===== src/rtl/irrig_pkg.sv =====
// Shared state encoding and default timing constants for the irrigation sequencer.
package irrig_pkg;

    localparam int unsigned STATE_W = 3;

    typedef enum logic [STATE_W-1:0] {
        IDLE   = 3'd0,
        GOTEJ  = 3'd1,
        ASPERS = 3'd2,
        PAUSA  = 3'd3,
        FALHA  = 3'd4
    } state_t;

    localparam int unsigned MIN_ON_DEF    = 8;
    localparam int unsigned DEAD_DEF      = 4;
    localparam int unsigned BLINK_DIV_DEF = 16;
    localparam int unsigned MAX_ON_DEF    = 1024;

    function automatic int unsigned max_u(input int unsigned a, input int unsigned b);
        return (a > b) ? a : b;
    endfunction

endpackage


===== src/rtl/alarme_pisca.sv =====
// Buzzer driver: steady on sensor error, square wave of half-period BLINK_DIV on alarm.
module alarme_pisca
    import irrig_pkg::*;
#(
    parameter int unsigned BLINK_DIV = BLINK_DIV_DEF
) (
    input  logic clk,
    input  logic rst,
    input  logic erro_i,
    input  logic al_i,
    output logic buz_o
);

    localparam int unsigned CW = $clog2(BLINK_DIV + 1);

    logic [CW-1:0] cnt_q, cnt_d;
    logic          phase_q, phase_d;
    logic          buz_q, buz_d;

    // Phase 0 shows the buzzer on, so the first alarm cycle is audible at once.
    always_comb begin
        cnt_d   = '0;
        phase_d = 1'b0;
        buz_d   = 1'b0;
        if (erro_i) begin
            buz_d = 1'b1;
        end else if (al_i) begin
            buz_d = ~phase_q;
            if (cnt_q == CW'(BLINK_DIV - 1)) begin
                cnt_d   = '0;
                phase_d = ~phase_q;
            end else begin
                cnt_d   = cnt_q + CW'(1);
                phase_d = phase_q;
            end
        end
    end

    always_ff @(posedge clk) begin
        if (rst) begin
            cnt_q   <= '0;
            phase_q <= 1'b0;
            buz_q   <= 1'b0;
        end else begin
            cnt_q   <= cnt_d;
            phase_q <= phase_d;
            buz_q   <= buz_d;
        end
    end

    assign buz_o = buz_q;

endmodule


===== src/rtl/irrig_sequenciador.sv =====
// Irrigation actuator sequencer: minimum on-time, dead-time, fault lockout and alarm buzzer.
// Defining IRRIG_MAX_ON_EN adds a continuous-irrigation limit with same-mode re-entry hold-off.
module irrig_sequenciador
    import irrig_pkg::*;
#(
    parameter int unsigned MIN_ON    = MIN_ON_DEF,
    parameter int unsigned DEAD      = DEAD_DEF,
    parameter int unsigned BLINK_DIV = BLINK_DIV_DEF,
    parameter int unsigned MAX_ON    = MAX_ON_DEF
) (
    input  logic               clk,
    input  logic               rst,
    input  logic               Vs,
    input  logic               Bs,
    input  logic               Ve,
    input  logic               Al,
    input  logic               Erro,
    input  logic               Vazio,
    output logic               Vg,
    output logic               Va,
    output logic               Vi,
    output logic               Buz,
    output logic [STATE_W-1:0] estado
);

    localparam int unsigned TW = $clog2(max_u(max_u(MIN_ON, DEAD), MAX_ON) + 1);

    state_t        state_q, state_d;
    logic [TW-1:0] timer_q, timer_d;
    logic          vg_q, va_q, vi_q;
    logic          flt, in_irrig, min_met;
    logic          vs_ok, bs_ok, run_lim;

    assign flt      = Erro | Vazio;
    assign in_irrig = (state_q == GOTEJ) || (state_q == ASPERS);
    // timer holds the cycles already spent in the state, so this cycle completes MIN_ON.
    assign min_met  = (timer_q >= TW'(MIN_ON - 1));

`ifdef IRRIG_MAX_ON_EN
    localparam int unsigned HOLD = DEAD + MAX_ON / 4;
    localparam int unsigned RW   = $clog2(MAX_ON + 1);
    localparam int unsigned HW   = $clog2(HOLD + 1);

    logic [RW-1:0] run_q, run_d;
    logic [HW-1:0] hold_q, hold_d;
    state_t        hold_mode_q, hold_mode_d;

    assign run_lim = (run_q == RW'(MAX_ON - 1));
    assign vs_ok   = Vs & ~((hold_q != '0) & (hold_mode_q == GOTEJ));
    assign bs_ok   = Bs & ~((hold_q != '0) & (hold_mode_q == ASPERS));

    always_comb begin
        run_d       = '0;
        hold_d      = (hold_q != '0) ? hold_q - HW'(1) : '0;
        hold_mode_d = hold_mode_q;
        if (in_irrig && (state_d == state_q) && !run_lim) begin
            run_d = run_q + RW'(1);
        end
        // A forced exit blocks only the mode that hit the limit.
        if (in_irrig && (state_d == PAUSA) && run_lim) begin
            hold_d      = HW'(HOLD);
            hold_mode_d = state_q;
        end
    end

    always_ff @(posedge clk) begin
        if (rst) begin
            run_q       <= '0;
            hold_q      <= '0;
            hold_mode_q <= IDLE;
        end else begin
            run_q       <= run_d;
            hold_q      <= hold_d;
            hold_mode_q <= hold_mode_d;
        end
    end
`else
    assign run_lim = 1'b0;
    assign vs_ok   = Vs;
    assign bs_ok   = Bs;
`endif

    always_comb begin
        state_d = state_q;
        case (state_q)
            IDLE: begin
                if (flt) begin
                    state_d = FALHA;
                end else if (vs_ok) begin
                    state_d = GOTEJ;
                end else if (bs_ok) begin
                    state_d = ASPERS;
                end
            end
            GOTEJ: begin
                if (flt) begin
                    state_d = FALHA;
                end else if (run_lim || (!Vs && min_met)) begin
                    state_d = PAUSA;
                end
            end
            ASPERS: begin
                if (flt) begin
                    state_d = FALHA;
                end else if (run_lim || (!Bs && min_met)) begin
                    state_d = PAUSA;
                end
            end
            PAUSA: begin
                if (flt) begin
                    state_d = FALHA;
                end else if (timer_q == TW'(DEAD - 1)) begin
                    state_d = IDLE;
                end
            end
            FALHA: begin
                if (!flt) begin
                    state_d = PAUSA;
                end
            end
            default: state_d = IDLE;
        endcase
    end

    always_comb begin
        timer_d = '0;
        if (state_d == state_q) begin
            if (in_irrig) begin
                timer_d = (timer_q == TW'(MIN_ON)) ? timer_q : timer_q + TW'(1);
            end else if (state_q == PAUSA) begin
                timer_d = (timer_q == TW'(DEAD)) ? timer_q : timer_q + TW'(1);
            end
        end
    end

    always_ff @(posedge clk) begin
        if (rst) begin
            state_q <= IDLE;
            timer_q <= '0;
            vg_q    <= 1'b0;
            va_q    <= 1'b0;
            vi_q    <= 1'b0;
        end else begin
            state_q <= state_d;
            timer_q <= timer_d;
            vg_q    <= (state_d == GOTEJ);
            va_q    <= (state_d == ASPERS);
            vi_q    <= Ve & ~Erro;
        end
    end

    alarme_pisca #(
        .BLINK_DIV (BLINK_DIV)
    ) u_alarme_pisca (
        .clk    (clk),
        .rst    (rst),
        .erro_i (Erro),
        .al_i   (Al),
        .buz_o  (Buz)
    );

    assign Vg     = vg_q;
    assign Va     = va_q;
    assign Vi     = vi_q;
    assign estado = state_q;

endmodule


===== config.mk =====
export PLATFORM = sky130hd
export DESIGN_NAME = irrig_sequenciador
export DESIGN_NICKNAME = d
export VERILOG_FILES = /design/src/rtl/irrig_pkg.sv /design/src/rtl/alarme_pisca.sv /design/src/rtl/irrig_sequenciador.sv
export SDC_FILE = /design/constraint.sdc
export NUM_CORES = 1
export LEC_CHECK = 0
export BUFFER_PORTS_ARGS = -buffer_cell sky130_fd_sc_hd__buf_2
export CAP_MARGIN = 20
export CORE_UTILIZATION = 60
export CTS_CLUSTER_DIAMETER = 50
export CTS_CLUSTER_SIZE = 10
export DETAILED_ROUTE_END_ITERATION = 8
export HOLD_SLACK_MARGIN = 0.08
export PLACE_DENSITY = 0.93
export SYNTH_ARGS = -nofsm -noshare
export SYNTH_HDL_FRONTEND = slang
export SYNTH_SLANG_ARGS = --single-unit

===== constraint.sdc =====
create_clock -name clk -period 5.2 [get_ports clk]
set_clock_uncertainty 0.2 [all_clocks]
set_input_delay 0.26 -clock clk [delete_from_list [all_inputs] [get_ports clk]]
set_output_delay 0.26 -clock clk [all_outputs]
set_load 0.05 [all_outputs]

# [Word-level counts from Yosys, hierarchy flattened]
# Index checks and enable logic that the tools add are counted.
[word_totals] rom_bits=0 input_bits=8 output_inout_bits=7 mem_bits_rw=0 ff_bits=24 latch_bits=0 memories=0
[op_classes] n_shift=0 add_sub_neg=2 n_lt_le_gt_ge=1 n_reduce_logical=10 div_mod_pow=0 multipliers=0 muxes=17 bitwise_logic=6 eq_ne=13
[op_table] op="11-bit two-way mux" n=4
[op_table] op="3-bit two-way mux" n=10
[op_table] op="3-bit one-hot mux with 5 select lines" n=1
[op_table] op="11-bit by 1-bit adder with 11-bit output (second input constant)" n=1
[op_table] op="11-bit by 2-bit == test with 1-bit output (second input constant)" n=1
[op_table] op="11-bit by 3-bit == test with 1-bit output (second input constant)" n=1
[op_table] op="11-bit by 4-bit == test with 1-bit output (second input constant)" n=1
[op_table] op="11-bit by 3-bit greater-or-equal comparator with 1-bit output (second input constant)" n=1
[op_table] op="3-bit by 2-bit == test with 1-bit output (second input constant)" n=3
[op_table] op="3-bit by 1-bit == test with 1-bit output (second input constant)" n=2
[op_table] op="5-bit by 1-bit adder with 5-bit output (second input constant)" n=1
[op_table] op="5-bit by 4-bit == test with 1-bit output (second input constant)" n=1
[op_table] op="1-bit NOT" n=4
[op_table] op="4-bit OR reduction" n=1
[op_table] op="3-bit == test" n=1
[op_table] op="3-bit == test (second input constant)" n=1
[op_table] op="3-bit logical NOT" n=1
[op_table] op="3-bit != test (second input constant)" n=1
[op_table] op="3-bit OR reduction" n=1
[op_table] op="1-bit logical AND" n=2
[op_table] op="1-bit logical NOT" n=2
[op_table] op="1-bit two-way mux" n=2
[op_table] op="2-bit != test (second input constant)" n=1
[op_table] op="2-bit AND reduction" n=1
[op_table] op="4 further kinds" n=4

# [Logic depth before layout (Yosys ltp)]
[depth] depth_word=8 mapped_depth=7 ltp_nobuf=6

# [By module]
# A second synthesis with hierarchy kept.
[hier_totals] cells_unflattened=145 hier_area_um2=1422.6
[modules_own_cells] mod="irrig_sequenciador" instances=1 area_per_inst_um2=1158.6 cells_each=119 seq_area_each_um2=340.3
[modules_own_cells] mod="alarme_pisca" instances=1 area_per_inst_um2=264.0 cells_each=26 seq_area_each_um2=140.1

# [Worst setup path after synthesis]
# OpenSTA, ideal clock, no wires.
[synth_path] path_type="register -> register" from="register state_q[0], in the netlist estado[0]" to="register timer_q[10]" path_stages_with_launch=8 path_slack_ps=2769 period_less_slack_ps=2431 arrival_ps=2096 n_path_buf=2 path_cell_list="dfxtp_1 -> buf_2 -> nor4b_1 -> nor2_1 -> o21ai_0 -> mux2i_1 -> clkbuf_1 -> nor4_1"
[synth_via] elab_chain_cells=7 word_cells_on_any_way=25 classes_between="7 x eq/ne; 13 x mux; 1 x bitwise; 4 x reduce/logical"
[synth_rtl] item="start: declaration" line="irrig_sequenciador.sv:28" text="state_t state_q, state_d;"
[synth_rtl] item="start signal: assignment" line="irrig_sequenciador.sv:144" text="state_q <= state_d;"
[synth_rtl] item="3-bit two-way mux" line="irrig_sequenciador.sv:91" text="end else if (bs_ok) begin"
[synth_rtl] item="3-bit two-way mux" line="irrig_sequenciador.sv:89" text="end else if (vs_ok) begin"
[synth_rtl] item="3-bit two-way mux" line="irrig_sequenciador.sv:87" text="if (flt) begin"
[synth_rtl] item="3-bit one-hot mux with 5 select lines" line="irrig_sequenciador.sv:85" text="case (state_q)"
[synth_rtl] item="3-bit == test" line="irrig_sequenciador.sv:127" text="if (state_d == state_q) begin"
[synth_rtl] item="1-bit NOT (no source line)"
[synth_rtl] item="2-bit OR reduction (no source line)"
[synth_rtl] item="end signal: assignment" line="irrig_sequenciador.sv:145" text="timer_q <= timer_d;"
[synth_rtl] item="end: declaration" line="irrig_sequenciador.sv:29" text="logic [TW-1:0] timer_q, timer_d;"
# Parallel ways exist; a longest one is shown, timed or not.
# A chain may end at the register's enable or synchronous reset.

# [Final worst setup path]
[layout_path] from="register state_q[1], in the netlist estado[1]" to="register timer_q[1]"
# Same word-level chain as after synthesis.

==> flow_metrics.tcl <==
set metrics [dict create \
    synth_warnings 0 \
    initial_core_util 0.651 \
    coreArea_sq_um 2000 \
    grt_max_degree 17 \
    avgSynthCellArea_sq_um 8.51 \
    cp_slowest_stage_delay_ns 0.88 \
    synth_cell_types 42 \
    final_cell_mix "24 x dfxtp_1, 19 x nor2_1, 14 x buf_2, 11 x nor4_1" \
    async_flop_share 0 \
    place_area_sq_um 1360 \
    clkSlewWorstSetupHoldPaths_ns 0.13 \
    cts.htree.levels 1 \
    cts_setup_buffers 0 \
    synthDominantCellAreaShare 0.369 \
    cap_violations 0 \
    grt_pass1_wl_mm 4.81 \
    ys.flop_type "dfxtp_1" \
    crit_buf_inv 0 \
    synth_area_leaders "dfxtp_1 37%, xor2_1 6.1%, nor2_1 5.5%" \
    arrival_ns 2.69 \
    required_ns 5.16 \
    drt.antenna.violating_nets 0 \
    layout_commonest_cell "dfxtp_1" \
    crit_chain "nor4b_1 > nor2_1 > o21ai_0 > mux2i_1 > nor4_1" \
    cts_resized 0 \
    start_kind "flip-flop" \
    grt_remaining_overflow 0 \
    top_layer "met4" \
    grt_use_total 0.261 \
    internal_power_w 0.000279 \
    cts.sinks 24 \
    drt_iter0_markers 48 \
    min_path_type "primary input to flip-flop" \
    wl_met2_mm 1.48 \
    ctsHoldBuffers 6 \
    dieWidth_microns 48.6 \
    cp_slowest_cell "mux2i_1" \
    synth_seq_cells 24 \
    rows 16 \
    wl_per_cell_microns 14.6 \
    seqPwrFrac 0.524 \
    synthesis.area_sq_um 1300 \
    critPathMaxFanout 14 \
    power_density_nw_per_um2 248 \
    port_buffers 14 \
    fin_util 0.737 \
    grt_pass1_vias 1123 \
    syn_to_final_growth_pct 13.3 \
    rsz0062_at_grt "false" \
    fin_area_sq_um 1480 \
    worstSkewPairLatency_ns 0.32 \
    p_clk_frac 0.369 \
    synthCells 153 \
    ios 15 \
    relSlewSlack 0.272 \
    p_switching_w 0.0000868 \
    setup_viol 0 \
    gp_congestion 0.908 \
    cp_top_family "multiplexers" \
    worst-slew-pin-transition_ns 1.09 \
    drt_wl_total_mm 2.87 \
    drt-met1-wl_mm 1.13 \
    antennaDiodeCount 0 \
    end_kind "flip-flop" \
    p_sw_frac 0.237 \
    setup.worst_path.class "flip-flop to flip-flop" \
    drv_slew 0 \
    hold_viol 0 \
    final_nets 182 \
    dp_cells 186 \
    status "complete, no violations" \
    fin_tns_setup_ns 0 \
    ctsRootBufferMaster "clkbuf_4" \
    period_needed_ns 2.73 \
    cts_buffers 3 \
    drive_gt1_frac 0.148 \
    antenna_found_initial 0 \
    syn-num-nets 165 \
    cts_tree "done" \
    via_per_inst 6.13 \
    firstDrtPassIters 4 \
    min_period_over_period 0.525 \
    die_area_sq_um 2360 \
    synth-edff-count 0 \
    max-clock-path-buffers 2 \
    fin_cells 196 \
    p_total_w 0.000366 \
    fmax_mhz 366 \
    yosysTopAreaCell "dfxtp_1" \
    via_count 1201 \
    ir_worst_vdd_mv 0.230 \
    met3_length_microns 194 \
    drc 0 \
    synth.yosys.seq_area_share 0.369 \
    hpwl_mm 1.95 \
    p_leak_nw 0.553 \
    die_h_microns 48.6 \
    combPwrFrac 0.107 \
]
## power by group through the flow
stage,clock (W),sequential (W),combinational [W]
6_report,0.000135,0.000192,0.0000394
5_1_grt,0.000144,0.000193,0.0000426
4_1_cts,0.000137,0.000192,0.0000385
3_5_place_dp,0,0.000196,0.0000350
3_3_place_gp,0,0.000195,0.0000337
2_1_floorplan,0,0.000201,0.0000203
## worst paths after layout
check / startpoint / to / cells after the start / slack [ns]
setup / recovery: estado[1] / timer_q[1] / 5 / 2.47
hold / removal: Vazio / estado[2] / 3 / 0.14
hold reg to reg: u_alarme_pisca.cnt_q[0] / u_alarme_pisca.cnt_q[0] / 1 / 0.27
setup reg to reg: estado[1] / timer_q[1] / 5 / 2.47
## worst reg2reg max path: stages, from the launching register on
cell and delay (ns):
dfxtp_1 0.58, nor4b_1 0.37, nor2_1 0.09, o21ai_0 0.27, mux2i_1 0.88, nor4_1 0.19
## state kept, by name, indices dropped and copies added (netlist names)
signal / flops
Vi: 1
estado: 3
Va: 1
u_alarme_pisca.buz_o: 1
u_alarme_pisca.phase_q: 1
timer_q: 11
Vg: 1
u_alarme_pisca.cnt_q: 5
## synth_stat cells, drive strengths merged (5+ instances only)
| cell type | count |
|---|---|
| nor4 | 13 |
| nor2 | 19 |
| dfxtp | 24 |
| nand2 | 9 |
| nand3 | 5 |
| inv | 8 |
| buf | 5 |
| xor2 | 9 |
## per-stage QoR
stage	hold slack, ns	setup WS [ns]
2_1_floorplan	0.132	2.77
3_3_place_gp	0.231	2.71
3_5_place_dp	0.257	2.58
4_1_cts	0.128	2.51
5_1_grt	0.134	2.28
6_report	0.138	2.47
## area by class of cell
class | count | area [sq um]
inverter | 8 | 30.0
multi-input combinational | 113 | 748
fill | 140 | 527
sequential | 24 | 480
timing repair buffer | 20 | 130
tap | 27 | 33.8
clock buffer | 3 | 22.5
clock inverter | 1 | 30.0
## kinds of logic after synthesis
group	Yosys count	synth area share
AND/OR/NAND/NOR	78	0.349
AO/OA/AOI/OAI	16	0.0836
XOR/XNOR	13	0.0874
flip-flops	24	0.369
adder cells (fa/ha/maj)	4	0.0384
buffers and inverters	16	0.0567
multiplexers	2	0.0163
## metal layers
metal  global-route usage  vias up
li1                     -      576
met1                0.298      554
met2                0.477       61
met3               0.0535       10
met4               0.0931        0
met5                    0        -
Note: power is estimated with default switching activity, not from simulation.
